<file path="config.mk">
export PLATFORM = sky130hd
export DESIGN_NAME = truth_table_sweeper
export DESIGN_NICKNAME = d
export VERILOG_FILES = /design/src/rtl/guia06_pkg.sv /design/src/rtl/truth_table_sweeper_settle_counter.sv /design/src/rtl/truth_table_sweeper.sv
export SDC_FILE = /design/constraint.sdc
export NUM_CORES = 1
export LEC_CHECK = 0
export ABC_AREA = 1
export CORE_MARGIN = 3
export CORE_UTILIZATION = 40
export CTS_BUF_LIST = sky130_fd_sc_hd__clkbuf_8
export DETAILED_ROUTE_END_ITERATION = 7
export DONT_BUFFER_PORTS = 1
export SKIP_LAST_GASP = 1
export SYNTH_ARGS = -nofsm -noshare
export SYNTH_HDL_FRONTEND = slang
export SYNTH_SLANG_ARGS = --single-unit
</file>
<file path="constraint.sdc">
create_clock -name clk -period 3.1 [get_ports clk]
set_input_delay 0.31 -clock clk [delete_from_list [all_inputs] [get_ports clk]]
set_output_delay 0.31 -clock clk [all_outputs]
set_load 0.005 [all_outputs]
</file>
<file path="src/rtl/guia06_pkg.sv">
// Shared types and constants for the truth-table sweeper.
package guia06_pkg;

  typedef enum logic [1:0] {
    S_IDLE,
    S_SETTLE,
    S_SAMPLE,
    S_DONE
  } state_t;

  localparam int N_IN_DEF   = 4;
  localparam int SETTLE_DEF = 1;

  // Reference function: minterms 2, 9, 13 and 15.
  localparam logic [15:0] MASK_0608 = 16'hA204;

endpackage

</file>
<file path="src/rtl/truth_table_sweeper_settle_counter.sv">
// Loadable down-counter with zero flag; sets the hold time of each vector.
module settle_counter #(
  parameter int W = 4
) (
  input  logic         clk,
  input  logic         reset,
  input  logic         load,
  input  logic [W-1:0] load_val,
  input  logic         dec,
  output logic         zero
);

  logic [W-1:0] count;

  always_ff @(posedge clk) begin
    if (reset)                       count <= '0;
    else if (load)                   count <= load_val;
    else if (dec && (count != '0))   count <= count - 1'b1;
  end

  assign zero = (count == '0);

endmodule

</file>
<file path="src/rtl/truth_table_sweeper.sv">
// Drives every input vector into a combinational function, samples its output
// after a settle time and compares the measured truth table with a mask.
module truth_table_sweeper
  import guia06_pkg::*;
#(
  parameter int N_IN   = N_IN_DEF,
  parameter int SETTLE = SETTLE_DEF
) (
  input  logic                   clk,
  input  logic                   reset,
  input  logic                   start,
  input  logic [(1<<N_IN)-1:0]   expected,
  output logic [N_IN-1:0]        dut_in,
  input  logic                   dut_out,
  output logic                   busy,
  output logic                   done,
  output logic [(1<<N_IN)-1:0]   truth_table,
  output logic                   match,
  output logic [N_IN-1:0]        first_err,
  output logic [N_IN:0]          err_count
);

  localparam int               TW        = 1 << N_IN;
  localparam logic [3:0]       SETTLE_LD = 4'(SETTLE - 1);
  localparam logic [N_IN-1:0]  IDX_LAST  = '1;

  state_t          state;
  logic [N_IN-1:0] idx;
  logic [TW-1:0]   exp_q;
  logic            cnt_load, cnt_dec, cnt_zero;
  logic            miss;
  logic [N_IN:0]   err_next;

  assign cnt_load = ((state == S_IDLE) && start) ||
                    ((state == S_SAMPLE) && (idx != IDX_LAST));
  assign cnt_dec  = (state == S_SETTLE);
  assign miss     = (dut_out != exp_q[idx]);
  assign err_next = err_count + (N_IN+1)'(miss);

  settle_counter #(.W(4)) u_settle (
    .clk      (clk),
    .reset    (reset),
    .load     (cnt_load),
    .load_val (SETTLE_LD),
    .dec      (cnt_dec),
    .zero     (cnt_zero)
  );

  always_ff @(posedge clk) begin
    if (reset) begin
      state       <= S_IDLE;
      idx         <= '0;
      exp_q       <= '0;
      dut_in      <= '0;
      busy        <= 1'b0;
      done        <= 1'b0;
      truth_table <= '0;
      match       <= 1'b0;
      first_err   <= '0;
      err_count   <= '0;
    end else begin
      case (state)
        S_IDLE: begin
          if (start) begin
            idx         <= '0;
            dut_in      <= '0;
            exp_q       <= expected;
            truth_table <= '0;
            err_count   <= '0;
            first_err   <= '0;
            match       <= 1'b0;
            busy        <= 1'b1;
            state       <= S_SETTLE;
          end
        end
        S_SETTLE: begin
          if (cnt_zero) state <= S_SAMPLE;
        end
        S_SAMPLE: begin
          truth_table[idx] <= dut_out;
          err_count        <= err_next;
          if (miss && (err_count == '0)) first_err <= idx;
          if (idx == IDX_LAST) begin
            // match is taken from the final update so it is valid alongside done
            match <= (err_next == '0);
            done  <= 1'b1;
            busy  <= 1'b0;
            state <= S_DONE;
          end else begin
            idx    <= idx + 1'b1;
            dut_in <= idx + 1'b1;
            state  <= S_SETTLE;
          end
        end
        S_DONE: begin
          done   <= 1'b0;
          dut_in <= '0;
          state  <= S_IDLE;
        end
        default: state <= S_IDLE;
      endcase
    end
  end

endmodule

</file>
==> results of run 1 <==
==> power by group through the flow <==
stage / Combinational, µW / Clock (µW) / Sequential [µW]
floorplan: 121 / 0 / 807
global placement: 138 / 0 / 812
detailed placement: 139 / 0 / 813
CTS: 140 / 701 / 796
global route: 159 / 727 / 800
finish: 138 / 680 / 796
==> per-stage QoR <==
stage | area (µm²) | total power (µW) | instances
after floorplan | 2680 | 928 | 358
after global placement | 2700 | 950 | 421
after detailed placement | 2700 | 952 | 421
after CTS | 2890 | 1640 | 436
after global routing | 2890 | 1690 | 436
final | 2890 | 1610 | 436
==> placed cells by master (no fill, tap or decap) <==
master	n
o21ai_0	15
o211ai_1	3
inv_1	33
o21ai_2	1
nand2_1	63
o22ai_1	2
ha_1	7
nor3b_1	1
xor2_1	2
clkinv_2	4
a211oi_1	11
o2111ai_1	1
xnor2_1	2
nor3_1	4
clkbuf_8	10
nand3_1	17
o32ai_1	1
nor4_4	1
o21ai_1	8
nand3_4	1
and2_1	2
nand2_2	3
o31ai_1	1
nand4_1	3
nor4_1	2
clkinvlp_4	2
inv_2	7
or2_0	1
nor2_2	2
a21oi_1	51
bufinv_16	1
o211a_1	1
buf_4	2
dfxtp_1	58
inv_6	1
nor2_1	35
==> worst max-delay path by stage <==
stage | cells past startpoint | slack [ns] | endpoint
after floorplan | 17 | 0.92 | match
after global placement | 16 | 0.70 | match
after detailed placement | 14 | 0.60 | match
after CTS | 14 | 0.61 | match
after global routing | 16 | 0.31 | match
final | 16 | 0.61 | match
==> cell type report <==
cell class	instances	area (µm²)
Sequential cell	58	1160
Clock inverter	5	55.1
Clock buffer	10	138
Fill cell	681	3530
Inverter	43	169
Timing Repair Buffer	2	15.0
Tap cell	77	96.3
Multi-Input combinational cell	241	1250
==> state kept, by name, summed over array words and instances, names as in the netlist, 2 cells and up <==
| name | count |
|---|---|
| idx | 4 |
| truth_table | 16 |
| state | 2 |
| first_err | 4 |
| dut_in | 4 |
| exp_q | 16 |
| u_settle.count | 4 |
| err_count | 5 |
==> kinds of logic after synthesis <==
| logic type | after synthesis |
|---|---|
| flip-flops | 58 |
| adder cells (fa/ha/maj) | 7 |
| XOR/XNOR | 4 |
| buffers and inverters | 59 |
| AND/OR/NAND/NOR | 135 |
| AO/OA/AOI/OAI | 95 |
==> cell usage after synthesis (all sizes together) (4+ instances only) <==
cell	number	area, µm²
a211oi	11	82.6
inv	41	159
nand2	66	253
ha	7	87.6
nor2	37	144
buf	9	70.1
a21oi	51	255
nand3	18	103
dfxtp	58	1160
clkbuf	7	26.3
nor3	4	20.0
o21ai	24	124
==> per-layer routing <==
metal  share of wire, %  GRT usage [%]
met1                 48           21.5
met2                 44           24.9
met3                6.3           6.02
met4                1.6           6.69
met5                  0              0
==> metrics.md, run 1 <==
| Metric | Value |
|---|---|
| Via Count | `2230` |
| Worst VDD drop | `0.000373 V` |
| Routed wire length | `6.04 mm` |
| Final Slew Violations | `0` |
| EDFF count, synth | `0` |
| Number of max-cap violations | `0` |
| Cell area after synthesis | `2680 µm²` |
| Worst slew pin tran | `0.700 ns` |
| Final net count | `382` |
| Clock Power Share | `42.1%` |
| Number of clock sinks | `58` |
| Fraction of the mapped netlist area in simple logic gates | `22.3%` |
| Worst-path cell chain | `inv_6 > nand2_1 > nand3_1 > nand2_1 > nand2_1 > nand2_1 > nor2_1 > nand2_2 > and2_1 > ha_1 > ha_1 > nand3_1 > xnor2_1 > nor2_1 > o2111ai_1 > a21oi_1` |
| Cts bufs inserted | `9` |
| Synth Area in Adders | `3.27%` |
| Initial Util | `41.7%` |
| Final setup vio count | `0` |
| Drt initial violations | `94` |
| Core Box Area | `6420 µm²` |
| Global route overflow | `0` |
| CTS resizes | `0` |
| First-pass GRT wire length | `9.92 mm` |
| F_max | `0.402 GHz` |
| CTS tree | `yes` |
| Status | `completed` |
| Tot GR Track Use | `16.6%` |
| CTS root buf | `clkbuf_8` |
| Post-CTS setup buffers | `0` |
| CP dominant cell by count | `nand2_1` |
| Pre-CTS WS | `0.602 ns` |
| Largest net degree at the start of global routing | `34` |
| Dpl hpwl | `4.39 mm` |
| Fin crit share | `80.2%` |
| Vias per cell | `5.11` |
| Site row count | `29` |
| Logic pwr share | `8.6%` |
| Ports | `52` |
| Sequential share of the synthesized area | `43.3%` |
| Worst Path Arrival | `2.76 ns` |
| Die H | `87.8 µm` |
| Number of global-route vias before repair | `2064` |
| Cts-stage hold buffer count | `0` |
| Hold WS | `0.0348 ns` |
| Crit path kind | `reg2reg` |
| Reg2Reg Depth | `16` |
| Mean Syn Cell Area | `7.48 µm²` |
| Largest family of logic cells by synthesized area | `simple AND/OR/NAND/NOR gates` |
| Worst Hold Depth | `1` |
| Die area | `7710 µm²` |
| CP delay by family, top | `simple AND/OR/NAND/NOR gates` |
| Count of cell types in the netlist | `38` |
| Sw Pwr | `408 µW` |
| Share of layout cells above drive strength 1 | `9.75%` |
| PortBufs | `0` |
| DRC | `0` |
| RSZ-0062 raised after global routing | `no` |
| Final GP Congestion | `0.902` |
| Layout Skew | `0.00820 ns` |
| Crit. Startpoint | `idx[0]` |
| Fin worst setup slack | `0.612 ns` |
| Worst rel slew slack | `53.3%` |
| Synthesized Nets | `385` |
| CP max FO | `13` |
| Worst hold-check path type | `in2reg` |
| Initial antenna violation count | `0` |
| Hold path startpoint | `reset` |
| Pwr dens | `559 nW/µm²` |
| Fraction of registers with async set/reset | `0%` |
| Antenna Nets Post-Route | `0` |
| Reg-to-reg critical path startpoint | `idx[0]` |
| Drt wl/cell | `13.8 µm` |
| Req. time, crit path | `3.38 ns` |
| RR Endpoint | `match` |
| Fin. Hold Viols | `0` |
| CTS H-tree depth | `3` |
| Tmin final | `2.49 ns` |
| # diodes | `0` |
| Clock transition at the registers of the reported paths | `0.07 ns` |
| Setup crit end kind | `flop` |
| Top_reg_cell synth | `dfxtp_1` |
| Die extent in x | `87.8 µm` |
| Clk Latency, worst-skew pair | `0.34 ns` |
| Area added between synthesis and finish | `7.85%` |
| FF+latch count, synth | `58` |
| Post-synthesis xor/xnor area fraction | `1.31%` |
| Slowest CP cell | `dfxtp_1` |
| Lkg Pwr | `0.00113 µW` |
| Hold EP | `truth_table[14]` |
| CP Launch Type | `flop` |
| Mapped Cells | `358` |
| Post-synthesis compound-gate area fraction | `19.9%` |
| Max incr delay on CP | `0.62 ns` |
| DRT Pass-1 Iters | `4` |
| Pint | `1210 µW` |
| WP buf/inv | `1` |
| Core Util, Final | `45.0%` |
| Multiplexer share of the synthesized area | `0%` |
| R2r setup slk | `0.61 ns` |
| Switching portion of total power | `25.3%` |
| Sequential share of power | `49.3%` |
| Clock buffer depth | `2` |
| Setup TNS Final | `0 ns` |
| Yosys warns | `0` |
(Power assumes the default switching activity.)
==> run 2, diff against run 1 <==
Clock period 3.1 ns to 2.1 ns, I/O delays scaled along.
==> metrics.md, run 2 (synthesis results as in run 1) <==
| Metric | Value |
|---|---|
| Final GP Congestion | `0.899 (-0.26%)` |
| Largest net degree at the start of global routing | `41 (+21%)` |
| Lkg Pwr | `0.00129 µW (+14%)` |
| Tot GR Track Use | `18.0% (+1.5 points)` |
| Most frequent cells in the layout | `dfxtp_1 (56), nand2_1 (50), a21oi_1 (50)` |
| DP Area | `2860 µm² (+6.2%)` |
| Fin. Hold Viols | `19 (+19)` |
| F_max | `0.467 GHz (+16%)` |
| Die H | `87.8 µm (unchanged)` |
| CTS root buf | `clkbuf_8` |
| Antenna Nets Post-Route | `0 (unchanged)` |
| R2r setup slk | `-0.04 ns (-0.65 ns)` |
| Pwr dens | `712 nW/µm² (+27%)` |
| DRT Pass-1 Iters | `4 (unchanged)` |
| Initial antenna violation count | `0 (unchanged)` |
| Final setup vio count | `1 (+1)` |
| Grt peak-use layer | `met2` |
| Die extent in x | `87.8 µm (unchanged)` |
| Logic pwr share | `11.2% (+2.6 points)` |
| Status | `finished, violations left` |
| Clock Power Share | `38.3% (-3.8 points)` |
| Fin crit share | `102% (+22 points)` |
| Clock buffer depth | `2 (unchanged)` |
| Dpl hpwl | `4.52 mm (+3.1%)` |
| Number of clock sinks | `58 (unchanged)` |
| First-pass GRT wire length | `10.8 mm (+8.9%)` |
| CTS tree | `yes` |
| Die area | `7710 µm² (unchanged)` |
| Fin area | `3260 µm² (+13%)` |
| Worst Path Arrival | `2.41 ns (-0.35 ns)` |
| Vias per cell | `5.14 (+0.51%)` |
| Crit path kind | `reg2reg` |
| Top Registers | `exp_q (16), truth_table (16), err_count (5)` |
| Worst VDD drop | `0.000421 V (+13%)` |
| Core Util, Final | `50.7% (+5.7 points)` |
| Drt initial violations | `87 (-7.4%)` |
| Cts bufs inserted | `9 (unchanged)` |
| CP Launch Type | `flop` |
| Drt wl/cell | `14.0 µm (+0.98%)` |
| Sw Pwr | `629 µW (+54%)` |
| Area added between synthesis and finish | `21.6%` |
| # diodes | `0 (unchanged)` |
| Failing checks | `hold timing, setup timing` |
| Global route overflow | `0 (unchanged)` |
| Final net count | `407 (+6.5%)` |
| Clk Latency, worst-skew pair | `0.34 ns (about the same)` |
| Fin worst setup slack | `-0.0415 ns (-0.654 ns)` |
| Ports | `52 (unchanged)` |
| Worst rel slew slack | `64.0% (+11 points)` |
| CTS H-tree depth | `3 (unchanged)` |
| Initial Util | `41.7% (unchanged)` |
| Core Box Area | `6420 µm² (unchanged)` |
| Met1 usage | `22.2% (+0.71 points)` |
| Power Total | `2320 µW (+44%)` |
| Setup crit end kind | `flop` |
| Sequential share of power | `50.5% (+1.2 points)` |
| Worst slew pin tran | `0.535 ns (-0.165 ns)` |
| Number of global-route vias before repair | `2335 (+13%)` |
| Routed wire length | `6.46 mm (+7.0%)` |
| PortBufs | `0 (unchanged)` |
| Pint | `1690 µW (+40%)` |
| Final Slew Violations | `0 (unchanged)` |
| GR Util met3 | `8.18% (+2.2 points)` |
| # fillers | `624 (-8.4%)` |
| Number of max-cap violations | `0 (unchanged)` |
| Tmin final | `2.14 ns (-0.346 ns)` |
| Switching portion of total power | `27.1% (+1.8 points)` |
| Clock transition at the registers of the reported paths | `0.07 ns (about the same)` |
| Commonest non-fill, non-tap cell in the layout | `dfxtp_1` |
| Layout Skew | `0.00937 ns (+0.00117 ns)` |
| Worst hold-check path type | `in2reg` |
| RSZ-0062 raised after global routing | `yes` |
| CP max FO | `5 (-8)` |
| Hold WS | `-0.0626 ns (-0.0974 ns)` |
| Via Count | `2375 (+6.5%)` |
| Site row count | `29 (unchanged)` |
| Req. time, crit path | `2.37 ns (-1.01 ns)` |
| DRC | `0 (unchanged)` |
| Share of layout cells above drive strength 1 | `22.3% (+13 points)` |
| Met2 usage | `28.6% (+3.7 points)` |
-- run 2: cell types whose count changed in the layout (fill, tap and decap cells not counted), moves of 3 or more --
cell and delta:
buf_4 +14, nand2_1 -13, nand2_2 +10, dlygate4sd3_1 +7, nand3_1 -7, nand3_2 +7
buf_6 +3, clkinv_2 +3, nand2_4 +3, nor2_1 -3
-- run 2: layer usage --
layer	share of wire, %	vias up	wire, µm
met5	0	-	0
met2	47	55	3060
li1	-	1235	-
met3	6.5	8	423
met1	45	1077	2920
met4	0.88	0	57
-- run 2: stage by stage --
stage	worst slack, ns	instances	TNS, ns
after global routing	-0.221	462	-0.294
final	-0.0415	462	-0.0415
after detailed placement	-0.0735	434	-0.0735
after global placement	-0.0527	434	-0.0527
after CTS	-0.0206	461	-0.0206
after floorplan	-0.0311	358	-0.0311
-- run 2: worst paths after layout --
path,startpoint,to,cells past startpoint
setup / recovery,idx[0],match,15
setup reg to reg,idx[0],match,15
hold reg to reg,exp_q[14],exp_q[14],2
hold / removal,reset,dut_in[2],1
-- run 2: power by group through the flow --
stage	Clock, µW	Sequential (µW)	Combinational, µW
finish	889	1170	259
global route	967	1180	295
CTS	914	1170	250
detailed placement	0	1200	233
global placement	0	1200	229
floorplan	0	1190	187
-- run 2: final cells by class --
type | instances | area (µm²) | share of cell area (%)
Clock buffer | 10 | 138 | 4.23
Clock inverter | 6 | 32.5 | 0.999
Inverter | 43 | 171 | 5.26
Multi-Input combinational cell | 241 | 1410 | 43.2
Sequential cell | 58 | 1170 | 35.9
Tap cell | 77 | 96.3 | 2.96
Timing Repair Buffer | 27 | 244 | 7.49
-- run 2: repair_timing --
action / 4_1_cts / 5_1_grt
setup buffers: 5 / 0
gates resized for setup: 12 / 19
pin swaps: 11 / 9
gates cloned: 0 / 0
hold buffers: 6 / 1
hold endpoints to repair: 26 / 20
endpoints found under the setup margin: 1 / 10
-- run 2: critical path, stage by stage, from the launching register on --
cell       delay (ns)
dfxtp_4          0.40
buf_6            0.15
nand2_4          0.04
nand3_2          0.06
nand2_1          0.05
nand2_1          0.06
nand2_2          0.08
o21ai_4          0.16
and2_4           0.17
ha_4             0.14
ha_4             0.14
nand3_2          0.08
xnor2_1          0.16
nor2_1           0.10
o2111ai_1        0.12
a21oi_1          0.16
